### config.mk
export PLATFORM = sky130hd
export DESIGN_NAME = ccff_loader
export DESIGN_NICKNAME = d
export VERILOG_FILES = /design/src/rtl/ccff_loader.sv
export SDC_FILE = /design/constraint.sdc
export NUM_CORES = 1
export LEC_CHECK = 0
export ABC_AREA = 0
export BUFFER_PORTS_ARGS = -buffer_cell sky130_fd_sc_hd__buf_2
export CORE_UTILIZATION = 55
export DETAILED_ROUTE_END_ITERATION = 7
export PLACE_DENSITY = 0.76
export SLEW_MARGIN = 20
export SYNTH_ARGS = -nofsm -noshare
export SYNTH_HDL_FRONTEND = slang
export SYNTH_SLANG_ARGS = --single-unit
### constraint.sdc
create_clock -name prog_clk -period 3.3 [get_ports prog_clk]
set_input_delay 0 -clock prog_clk [delete_from_list [all_inputs] [get_ports prog_clk]]
set_output_delay 0 -clock prog_clk [all_outputs]
set_load 0.01 [all_outputs]
### src/rtl/ccff_loader.sv
// ccff_loader: serialises a sentinel and then configuration words onto the
// fabric configuration chain, and checks the sentinel as it emerges on the tail.
module ccff_loader #(
  parameter int                CHAIN_LEN = 1024,
  parameter int                WORD_W    = 32,
  parameter int                SENT_W    = 16,
  parameter logic [SENT_W-1:0] SENTINEL  = 16'hA5C3
) (
  input  logic              prog_clk,
  input  logic              prog_reset,
  input  logic              start,
  input  logic [WORD_W-1:0] word_data,
  input  logic              word_valid,
  output logic              word_ready,
  output logic              ccff_head,
  output logic              ccff_shift_en,
  input  logic              ccff_tail,
  output logic              busy,
  output logic              done,
  output logic              pass
);
  localparam int NWORDS = (CHAIN_LEN + WORD_W - 1) / WORD_W;
  localparam int PAD    = NWORDS * WORD_W - CHAIN_LEN;
  localparam int TOTAL  = CHAIN_LEN + SENT_W;
  localparam int EW     = $clog2(TOTAL + 1);
  localparam int BW     = $clog2(WORD_W + 1);
  localparam int CW     = $clog2(NWORDS + 1);

  typedef enum logic [1:0] {S_IDLE, S_SENT, S_DATA, S_FIN} state_t;

  state_t            state, state_nxt;
  logic [EW-1:0]     en_cnt;      // enabled shifts completed since start
  logic [EW-1:0]     issued;      // bits put on the head so far, incl. this cycle
  logic [BW-1:0]     sh_cnt;      // bits still waiting in shreg
  logic [CW-1:0]     wcnt;        // words accepted this load
  logic [WORD_W-1:0] shreg, buf_q;
  logic              buf_full, buf_first, mismatch, pass_q;
  logic              go, emit_sent, emit_data, xfer, shift, reload;
  logic [EW-1:0]     sidx, tidx;
  logic [SENT_W-1:0] sent_shr, tail_shr;
  logic [BW-1:0]     load_len_m1;

  assign issued      = en_cnt + {{(EW-1){1'b0}}, ccff_shift_en};
  assign sidx        = EW'(SENT_W - 1) - issued;
  assign tidx        = EW'(TOTAL - 1) - en_cnt;
  assign sent_shr    = SENTINEL >> sidx;
  assign tail_shr    = SENTINEL >> tidx;
  assign xfer        = word_valid & word_ready;
  assign shift       = emit_data & (sh_cnt != '0);
  assign reload      = emit_data & (sh_cnt == '0) & buf_full;
  // The first word was already left-aligned at capture, so only its low bits count.
  assign load_len_m1 = buf_first ? BW'(WORD_W - PAD - 1) : BW'(WORD_W - 1);

  assign busy = (state != S_IDLE);
  assign done = (state == S_FIN);
  assign pass = (state == S_FIN) ? !mismatch : pass_q;

  // State register.
  always_ff @(posedge prog_clk) begin
    if (!prog_reset) state <= S_IDLE;
    else             state <= state_nxt;
  end

  // Next state, word_ready, and which bit source feeds the head next cycle.
  always_comb begin
    state_nxt  = state;
    word_ready = 1'b0;
    go         = 1'b0;
    emit_sent  = 1'b0;
    emit_data  = 1'b0;
    case (state)
      S_IDLE: if (start) begin
        go        = 1'b1;
        state_nxt = S_SENT;
      end
      S_SENT: begin
        word_ready = !buf_full && (wcnt < CW'(NWORDS));
        if (issued < EW'(SENT_W)) emit_sent = 1'b1;
        else begin
          emit_data = 1'b1;
          state_nxt = S_DATA;
        end
      end
      S_DATA: begin
        word_ready = !buf_full && (wcnt < CW'(NWORDS));
        if (issued == EW'(TOTAL)) state_nxt = S_FIN;
        else                      emit_data = 1'b1;
      end
      S_FIN:  state_nxt = S_IDLE;
      default: state_nxt = S_IDLE;
    endcase
  end

  // Datapath: head/enable registers, shift register, holding buffer, tail check.
  always_ff @(posedge prog_clk) begin
    if (!prog_reset) begin
      ccff_head     <= 1'b0;
      ccff_shift_en <= 1'b0;
      en_cnt        <= '0;
      sh_cnt        <= '0;
      wcnt          <= '0;
      shreg         <= '0;
      buf_q         <= '0;
      buf_full      <= 1'b0;
      buf_first     <= 1'b0;
      mismatch      <= 1'b0;
      pass_q        <= 1'b0;
    end else if (go) begin
      ccff_head     <= SENTINEL[SENT_W-1];
      ccff_shift_en <= 1'b1;
      en_cnt        <= '0;
      sh_cnt        <= '0;
      wcnt          <= '0;
      buf_full      <= 1'b0;
      mismatch      <= 1'b0;
      pass_q        <= 1'b0;
    end else begin
      if (ccff_shift_en) begin
        en_cnt <= en_cnt + 1'b1;
        if (en_cnt >= EW'(CHAIN_LEN) && en_cnt < EW'(TOTAL) && ccff_tail != tail_shr[0])
          mismatch <= 1'b1;
      end

      if (emit_sent) begin
        ccff_head     <= sent_shr[0];
        ccff_shift_en <= 1'b1;
      end else if (shift) begin
        ccff_head     <= shreg[WORD_W-1];
        shreg         <= shreg << 1;
        sh_cnt        <= sh_cnt - 1'b1;
        ccff_shift_en <= 1'b1;
      end else if (reload) begin
        ccff_head     <= buf_q[WORD_W-1];
        shreg         <= buf_q << 1;
        sh_cnt        <= load_len_m1;
        ccff_shift_en <= 1'b1;
      end else begin
        // Bubble (or end of load): head holds, chain does not move.
        ccff_shift_en <= 1'b0;
        if (state == S_FIN) ccff_head <= 1'b0;
      end

      if (xfer) begin
        buf_q     <= (wcnt == '0) ? (word_data << PAD) : word_data;
        buf_first <= (wcnt == '0);
        buf_full  <= 1'b1;
        wcnt      <= wcnt + 1'b1;
      end else if (reload) begin
        buf_full  <= 1'b0;
      end

      if (state == S_FIN) pass_q <= !mismatch;
    end
  end
endmodule

==> summary.txt <==
Synth Flop Type: dfxtp_1
M1 WL: 4630 um
Sequential area share after synthesis: 0.401
Setup-failing EPs final: 0
H-Tree Depth: 3
Leak Pwr: 2.06 nW
Mapped Area: 4650 sq um
Die area: 8820 sq um
Final Instance Area: 5430 sq um
Worst Hold Class: in -> reg
Share of cells above drive strength 1: 0.143
Initial antenna violation count: 0
Unrepaired setup endpoints after global routing: no
CP Launch Type: flip-flop
Core ar.: 8220 sq um
Met3 wire len: 249 um
DR vias/cell: 5.60
Placer Congestion: 0.842
DR iter-0 viols: 285
CP Max Fanout: 31
DIE WIDTH: 93.9 um
Kind of critical path: reg -> reg
Internal Power: 0.00201 W
Layout Nets: 643
GR Overflow Total: 0
Syn Inst Count: 541
Status: finished clean
Drt total wl: 10,000 um
Worst-path clk slew: 0.10 ns
Slew margin rel.: 0.534
Clock root buffer: clkbuf_8
TritonRoute pass-1 iters: 4
Wire length per cell: 14.3 um
DRC viols: 0
Clk_skew: 0.0120 ns
CTS tree: built
Syn Nets: 593
Fmax: 0.328 GHz
Post-DP Area: 4870 sq um
Most common cell after layout, fill and taps aside: dfxtp_1
Minimum clock period after layout: 3.05 ns
Final hold violations: 0
Placed wire-length estimate: 6150 um
Yosys cell types: 63
TNS Setup: 0 ns
Max Root-Sink Buffers: 2
Final ANT Viol Nets: 0
Fraction of power spent switching nets: 0.346
#FFs+latches synth: 93
Clock Sinks: 93
Syn Area/Cell: 8.59 sq um
Row cnt: 33
Largest net degree at the start of global routing: 70
Worst-Margin Slew: 0.698 ns
Antenna cells: 0
Port bufs: 42
Max Used Layer: met4
Part of the power in combinational logic: 0.283
Layout area overhead: 16.9%
Clock power frac: 0.289
GRT Util Overall: 0.242
Metal2 WL: 5010 um
Ports: 43
DIE HEIGHT: 93.9 um
Pins over their slew limit: 0
Share of power burned in registers: 0.428
First-pass GRT wire length: 16,800 um
Fin crit share: 0.923
Power consumption: 0.00308 W
Worst-Skew Late Latency: 0.37 ns
Initial core utilization: 0.566
Worst Path Required: 3.56 ns
Net Sw Power: 0.00106 W
Worst setup EP type: flip-flop
Worst Path Arrival: 3.31 ns
Post-synth EDFFs: 0
Clock buffer count from CTS: 9
DR vias: 3,928
Asr flop ratio synth: 0
Yosys warning count: 0
PwrDens: 567 nW/um^2
Commonest non-fill, non-tap cells in the layout: dfxtp_1 (93), nand2_1 (78), nor2_1 (55)
Max VDD drop: 0.363 mV
Vias in the first global route: 3,690
Max capacitance violation total: 0
==> layer usage <==
metal,up-vias,GRT usage
met1,1875,0.296
met3,9,0.0445
met5,-,0
met4,0,0.0859
li1,1978,-
met2,66,0.422
==> per-stage QoR <==
step	utilization	hold WS (ns)	cells	setup WS (ns)
global placement	0.593	0.238	653	0.429
global route	0.661	0.0958	701	0.0298
detailed placement	0.593	0.246	653	0.271
finish	0.661	0.0372	701	0.253
floorplan	-	0.135	541	0.573
CTS	0.660	0.0344	701	0.192
==> worst max-delay path, stage by stage, from the launching register on <==
cell	delay, ns
dfxtp_1	0.42
ha_1	0.25
ha_1	0.26
nand3_1	0.18
xnor2_2	0.21
ha_1	0.16
nor3b_1	0.25
o2111ai_2	0.21
o211ai_2	0.27
a221o_1	0.24
nor2b_2	0.07
buf_12	0.16
o221a_1	0.25
==> cells in the mapped netlist (all sizes together), types with 2 or more instances <==
master | number | share of area
a211oi | 2 | 0.0032
a21boi | 33 | 0.053
a21oi | 11 | 0.015
a31o | 2 | 0.0038
a31oi | 33 | 0.044
a41oi | 2 | 0.0054
and2 | 2 | 0.0027
buf | 16 | 0.020
clkbuf | 28 | 0.023
dfxtp | 93 | 0.40
ha | 15 | 0.040
inv | 42 | 0.034
mux2i | 7 | 0.015
nand2 | 78 | 0.063
nand3 | 12 | 0.016
nand4 | 7 | 0.015
nor2 | 55 | 0.044
nor2b | 4 | 0.0059
nor3 | 6 | 0.0065
nor3b | 3 | 0.0048
nor4 | 3 | 0.0054
o2111ai | 2 | 0.0051
o21a | 2 | 0.0032
o21ai | 5 | 0.0054
o221a | 30 | 0.073
o22ai | 3 | 0.0040
o311a | 2 | 0.0043
or2 | 2 | 0.0032
or3 | 2 | 0.0038
xnor2 | 14 | 0.026
xor2 | 10 | 0.019
==> state kept, by name, summed over array words and instances (netlist names) <==
name / flops
state: 2
sh_cnt: 6
pass_q: 1
shreg: 31
mismatch: 1
buf_full: 1
wcnt: 6
ccff_shift_en: 1
buf_q: 32
en_cnt: 11
ccff_head: 1
==> power by group through the flow <==
stage	Combinational (W)	Clock, W	Sequential, W
floorplan	0.000638	0	0.00131
global placement	0.000810	0	0.00134
detailed placement	0.000832	0	0.00134
CTS	0.000866	0.000903	0.00132
global route	0.000969	0.000948	0.00134
finish	0.000872	0.000890	0.00132
==> kinds of logic (layout without fill, tap and decap cells) <==
kind of cell | after synthesis | count (layout) | synth area share
buf+inv | 86 | 141 | 0.0767
simple gates | 181 | 181 | 0.183
mux | 7 | 7 | 0.0151
flops | 93 | 93 | 0.401
compound gates | 135 | 135 | 0.239
xor+xnor | 24 | 24 | 0.0452
fa+ha+maj | 15 | 15 | 0.0404
==> layout make-up <==
type / count / area [sq um]
fill: 684 / 2780
multi-input combinational: 362 / 2440
sequential: 93 / 1860
timing repair buffer: 83 / 614
inverter: 42 / 158
tap: 105 / 131
clock buffer: 9 / 124
clock inverter: 7 / 105
==> final timing paths <==
path | from | cells past startpoint | slack (ns) | to
setup / recovery | en_cnt[0] | 12 | 0.25 | shreg[7]
hold / removal | ccff_tail | 4 | 0.04 | mismatch
hold reg to reg | buf_q[18] | 2 | 0.46 | buf_q[18]
setup reg to reg | en_cnt[0] | 12 | 0.25 | shreg[7]
==> repair_timing <==
| action | CTS | global route |
|---|---|---|
| hold endpoints to repair | 32 | 0 |
| endpoints found under the setup margin | 0 | 30 |
| setup buffers | 0 | 0 |
| hold buffers | 32 | 0 |
| resized for setup | 0 | 2 |
(Power assumes the default switching activity.)
